==> config.mk <==
export PLATFORM = sky130hd
export DESIGN_NAME = huffman_stage_ctrl
export DESIGN_NICKNAME = d
export VERILOG_FILES = /design/src/rtl/huffman_stage_ctrl.sv
export SDC_FILE = /design/constraint.sdc
export NUM_CORES = 1
export LEC_CHECK = 0
export ABC_AREA = 1
export CAP_MARGIN = 10
export CORE_AREA = 2 2 68 70
export DETAILED_ROUTE_END_ITERATION = 8
export DIE_AREA = 0 0 70 72
export HOLD_SLACK_MARGIN = 0.12
export PLACE_DENSITY = 0.75
export SLEW_MARGIN = 25
export SYNTH_ARGS = -nofsm -noshare
export SYNTH_HDL_FRONTEND = slang
export SYNTH_SLANG_ARGS = --single-unit
==> constraint.sdc <==
create_clock -name i_clk -period 1.51 [get_ports i_clk]
set_input_delay 0.302 -clock i_clk [delete_from_list [all_inputs] [get_ports i_clk]]
set_output_delay 0.302 -clock i_clk [all_outputs]
set_load 0.005 [all_outputs]
==> src/rtl/huffman_stage_ctrl.sv <==
// Sequencer for the Huffman pipeline (count -> sort -> tree -> code): launches each
// stage in turn, waits for its done pulse under a watchdog, and flags the finished code table.
module huffman_stage_ctrl #(
    parameter int N_STAGES = 4,
    parameter int TIMER_W  = 8,
    parameter int TIMEOUT  = 200
) (
    input  logic                i_clk,
    input  logic                i_rst_n,
    input  logic                i_start,
    input  logic                i_abort,
    input  logic                i_clear,
    input  logic [N_STAGES-1:0] i_stage_done,
    output logic [N_STAGES-1:0] o_stage_start,
    output logic [N_STAGES-1:0] o_stage_en,
    output logic                o_busy,
    output logic                o_done,
    output logic                o_code_valid,
    output logic                o_error,
    output logic [1:0]          o_err_stage,
    output logic [7:0]          o_run_cnt,
    output logic [1:0]          o_state
);

    typedef enum logic [1:0] {
        S_IDLE   = 2'd0,
        S_LAUNCH = 2'd1,
        S_WAIT   = 2'd2,
        S_FAULT  = 2'd3
    } state_t;

    state_t               r_state;
    logic [1:0]           r_stage;
    logic [TIMER_W-1:0]   r_timer;
    logic [N_STAGES-1:0]  r_stage_start;
    logic [N_STAGES-1:0]  r_stage_en;
    logic                 r_busy;
    logic                 r_done;
    logic                 r_code_valid;
    logic                 r_error;
    logic [1:0]           r_err_stage;
    logic [7:0]           r_run_cnt;

    logic                 w_done_hit;
    logic                 w_last;
    logic                 w_timeout;
    logic [N_STAGES-1:0]  w_next_onehot;

    // Stage handshake: the controller pulses STAGE_START for one cycle and holds
    // STAGE_EN while the stage works; the stage answers with a one-cycle STAGE_DONE,
    // which only counts in WAIT and only on the bit of the active stage.
    always_comb begin
        w_done_hit    = i_stage_done[r_stage];
        w_last        = (r_stage == 2'(N_STAGES - 1));
        w_timeout     = (r_timer == TIMER_W'(TIMEOUT - 1));
        w_next_onehot = N_STAGES'(1) << (r_stage + 2'd1);
    end

    always_ff @(posedge i_clk or negedge i_rst_n) begin
        if (!i_rst_n) begin
            r_state       <= S_IDLE;
            r_stage       <= '0;
            r_timer       <= '0;
            r_stage_start <= '0;
            r_stage_en    <= '0;
            r_busy        <= 1'b0;
            r_done        <= 1'b0;
            r_code_valid  <= 1'b0;
            r_error       <= 1'b0;
            r_err_stage   <= '0;
            r_run_cnt     <= '0;
        end else begin
            r_stage_start <= '0;
            r_done        <= 1'b0;
            case (r_state)
                S_IDLE: begin
                    if (i_start && !i_abort) begin
                        r_state       <= S_LAUNCH;
                        r_stage       <= '0;
                        r_code_valid  <= 1'b0;
                        r_stage_start <= N_STAGES'(1);
                        r_stage_en    <= N_STAGES'(1);
                        r_busy        <= 1'b1;
                    end
                end
                S_LAUNCH: begin
                    if (i_abort) begin
                        r_state    <= S_IDLE;
                        r_stage_en <= '0;
                        r_busy     <= 1'b0;
                    end else begin
                        r_state <= S_WAIT;
                        r_timer <= '0;
                    end
                end
                S_WAIT: begin
                    // Abort beats done, and done beats the watchdog.
                    if (i_abort) begin
                        r_state    <= S_IDLE;
                        r_stage_en <= '0;
                        r_busy     <= 1'b0;
                    end else if (w_done_hit) begin
                        if (!w_last) begin
                            r_state       <= S_LAUNCH;
                            r_stage       <= r_stage + 2'd1;
                            r_stage_start <= w_next_onehot;
                            r_stage_en    <= w_next_onehot;
                        end else begin
                            r_state      <= S_IDLE;
                            r_done       <= 1'b1;
                            r_code_valid <= 1'b1;
                            r_run_cnt    <= r_run_cnt + 8'd1;
                            r_stage_en   <= '0;
                            r_busy       <= 1'b0;
                        end
                    end else if (w_timeout) begin
                        r_state     <= S_FAULT;
                        r_error     <= 1'b1;
                        r_err_stage <= r_stage;
                        r_stage_en  <= '0;
                        r_busy      <= 1'b0;
                    end else begin
                        r_timer <= r_timer + 1'b1;
                    end
                end
                S_FAULT: begin
                    if (i_clear) begin
                        r_state <= S_IDLE;
                        r_error <= 1'b0;
                    end
                end
                default: r_state <= S_IDLE;
            endcase
        end
    end

    assign o_stage_start = r_stage_start;
    assign o_stage_en    = r_stage_en;
    assign o_busy        = r_busy;
    assign o_done        = r_done;
    assign o_code_valid  = r_code_valid;
    assign o_error       = r_error;
    assign o_err_stage   = r_err_stage;
    assign o_run_cnt     = r_run_cnt;
    assign o_state       = r_state;

endmodule

==> results by stage <==
CTS:
- The clock net in this run drives a total of 34 sinks.
- The total number of H-tree levels is 2.
- The clock tree from TritonCTS is built.
- The clock tree buffer depth is 2.
- The number of clock buffers added by TritonCTS is 5.
- The hold buffer count at cts is 0.
- The later-pin clock latency in the skew report is 0.30 ns.
- The clock-pin slew of the registers on the worst-case setup and hold paths is 0.07 ns.
- The tree is rooted in a clkbuf_8.

Logic synthesis:
- Ranked by total cell area, the synthesized netlist is headed by dfrtp_1 (42%), nand2_1 (15%), ha_1 (8.1%).
- The share of Yosys cell area claimed by the top area cell type is 0.422.
- The number of storage elements in the synthesis netlist is 34.
- The most instantiated library cell after synthesis is nand2_1.
- After synthesis, the netlist uses 27 different library cells.
- The most used flip-flop cell after synthesis is dfrtp_1.
- Summed over all instances, the cell type with the most area after synthesis is dfrtp_1.
- A synthesized cell averages 8.10 sq um.
- The number of synthesis warnings is 0.
- The post-synthesis instance area is 0.00202 sq mm.
- The net count of the mapped netlist is 271.
- Of all flip-flops after synthesis, the portion carrying an async set or reset was 1.00.
- The sequential area share after synthesis is 0.422.
- In this run, synthesis inferred 0 flip-flops with an integrated enable.
- By count the netlist is led by nand2_1 (82), dfrtp_1 (34), inv_1 (25), nand3_1 (16), nor2_1 (16).
- The cell count after synthesis is 249.

Flow run:
- Across the run, the number of max-cap violations was 0.

GRT:
- The global-route usage over all layers is 0.193.
- The via count of the first global-routing pass is 1,738.
- The met3 capacity usage during global routing is 0.0458.
- The number of antenna violations at the first check in global routing is 0.
- In the global route stage, met1 resource usage came out at 0.235.
- The layer flagged by global routing as most heavily used is met2.
- The aggregate global routing overflow is 0.
- Entering global routing, the biggest net connects 35 pins.
- The first global-routing pass estimated 7720 um of wire.
- The met2 track utilization from global routing is 0.339.

Hold path:
- The tightest min-delay check is of the in2async type.

Floorplan:
- For this design the top-level I/O count stands at 33.
- The floorplan step set the die width to 70 um.
- The die covers 0.00504 sq mm.
- The effective utilization at floorplan is 0.473.
- The area inside the core boundary is 0.00426 sq mm.
- The vertical die dimension is 72 um.
- The floorplan has 24 rows.

Route:
- In this run the remaining antenna-violating nets after routing total 0.
- The first routing iteration left 108 violations.
- The wire length per cell after detailed routing is 13.1 um.
- The count of vias placed by the detailed router is 1,867.
- The overall routed net length is 4880 um.
- The per-cell via count in the routed design is 5.01.
- The detailed-routing iteration count for the pre-antenna-repair pass is 4.
- In the routed design, unresolved DRC markers number 0.

Pwr:
- For this design the static power due to leakage is 1.39 nW.
- The share of total power dissipated in sequential elements is 0.312.
- For this design the total switching power over the nets is 1.48 mW.
- Of the total power, combinational logic draws 0.487.
- Of the total power, the clock network draws 0.201.
- The total power divided by cell area is 1200 mW/mm^2.
- Internal power comes to 2.12 mW.
- The final total power is 3.60 mW.
- VDD sags by at most 0.859 mV.
- The switching share of total power is 0.410.

Cells and area:
- In the final layout, the share of cells above drive strength 1 is 0.333.
- Summing all non-filler instances in the final layout gives an area of 0.00300 sq mm.
- The net count of the finished layout is 342.
- The number of antenna diodes in the final layout is 0.
- The total area of multi-input combinational cells is 0.00126 sq mm.
- Relative to the synthesized area, the layout overhead comes to 48.7%.
- The layout has 312 filler cells.
- The share of the core filled with cells in the final layout is 0.703.
- Registers take 855 sq um.

STA:
- The clock period could shrink to 1.51 ns.
- Setup repair after global routing could not meet its margin everywhere.
- The total setup violations reported at the end of the flow is 0.
- The tightest slew margin relative to the limit is 0.820.
- Based on the critical path, the design can be clocked at up to 0.663 GHz.
- The final number of hold-violating endpoints came to 0.
- The worst hold-check slack is 0.359 ns.
- The clock arrives with 0.00694 ns of skew.
- The final cycle utilization of the critical path is 0.998.
- The slew of the pin with the lowest slew margin is 0.270 ns.
- The final number of max-transition violations is 0.

Critical path:
- The data arrival time of the critical path is 1.70 ns.
- The worst setup path is launched from a flip-flop.
- The maximum fanout along the worst path is 8.
- The class of the most critical setup path is reg2reg.
- The worst endpoint required time is 1.70 ns.
- The worst setup path is captured at a flip-flop.

Outcome:
- The run finished with clean final reports.

Placed design:
- The detailed placer's ending HPWL is 3140 um.
- The number of buffers inserted by port buffering is 32.
- The weighted congestion reported at the end of routability-driven placement is 0.835.
- Once placement finished, the instance area stood at 0.00260 sq mm.
## cells by family after synthesis
group | after synthesis | share of synthesized area
DFF | 34 | 0.422
and+or+nand+nor | 135 | 0.311
AOI/OAI and AO/OA | 30 | 0.0968
buffers and inverters | 31 | 0.0633
adders and majority gates | 13 | 0.0806
xor gates and xnor gates | 6 | 0.0261
## layer usage
layer	routed length, um	part of all wire
met1	2090	0.43
met2	2540	0.52
met3	179	0.037
met4	74	0.015
met5	0	0
## worst max-delay path, stage by stage, from the launching register on
cell and delay (ns):
dfrtp_1 0.43, inv_2 0.13, ha_4 0.20, nand2_4 0.09, inv_8 0.10, nand4_4 0.14, buf_4 0.18, xor2_1 0.13
## stage by stage
stage	setup slack, ns	setup TNS (ns)	std cells
2_1_floorplan	0.000659	0	249
3_3_place_gp	-0.196	-3.62	352
3_5_place_dp	-0.194	-3.81	352
4_1_cts	-0.0225	-0.122	371
5_1_grt	-0.0843	-0.750	373
6_report	0.00270	0	373
## timing repair
item	in CTS	in global routing
pin swaps	2	15
setup endpoints to repair	14	29
gates resized for setup	15	47
gates cloned	1	1
buffers inserted	10	4
## area by class of cell
cell class	instances	share of cell area
well taps	52	0.0217
inverters	28	0.0400
multi-input cells	186	0.421
flip-flops and latches	34	0.285
repair buffers	65	0.201
clock inverters	2	0.00417
clock buffers	6	0.0275
## cell usage in the layout, fill, tap and decap left out, types with 3 or more instances in the layout
cell type | Yosys | final
o21bai_1 | 3 | 3
nand3_1 | 16 | 13
nor2_4 | 0 | 3
buf_6 | 1 | 3
o21ai_1 | 0 | 7
nor2_1 | 16 | 9
nor2_2 | 0 | 4
o21ai_0 | 13 | 6
xor2_1 | 4 | 4
dfrtp_2 | 0 | 3
inv_1 | 25 | 20
buf_4 | 1 | 28
ha_1 | 13 | 9
nand2_2 | 5 | 16
ha_4 | 0 | 3
inv_2 | 3 | 5
clkbuf_8 | 0 | 6
dfrtp_1 | 34 | 31
o21ai_2 | 8 | 8
nand2_4 | 3 | 4
nand3_4 | 2 | 3
nand2_1 | 82 | 68
clkdlybuf4s50_1 | 0 | 30
nand2_8 | 0 | 3
nand4_1 | 4 | 4
nand3_2 | 1 | 3
## power by group through the flow
stage	clock (mW)	combinational (mW)	sequential [mW]
2_1_floorplan	0	0.842	1.15
3_5_place_dp	0	1.36	1.13
5_1_grt	0.771	1.92	1.13
6_report	0.723	1.75	1.12
3_3_place_gp	0	1.33	1.13
4_1_cts	0.735	1.48	1.12
## worst paths after layout
path	slack, ns	start	end	cells past startpoint
max reg2reg	0.003	o_state[0]	o_run_cnt[0]	7
max	0.003	o_state[0]	o_run_cnt[0]	7
min reg2reg	0.49	o_code_valid	o_code_valid	2
max in group asynchronous	0.95	i_rst_n	o_run_cnt[2]	2
min	0.36	i_rst_n	r_timer[6]	2
min in group i_clk	0.49	o_code_valid	o_code_valid	2
## registers in the layout (all words and copies together) (netlist names)
name / cells
o_busy: 1
o_code_valid: 1
o_done: 1
o_err_stage: 2
o_error: 1
o_run_cnt: 8
o_stage_en: 4
o_stage_start: 4
o_state: 2
r_stage: 2
r_timer: 8
(Power assumes the default switching activity.)
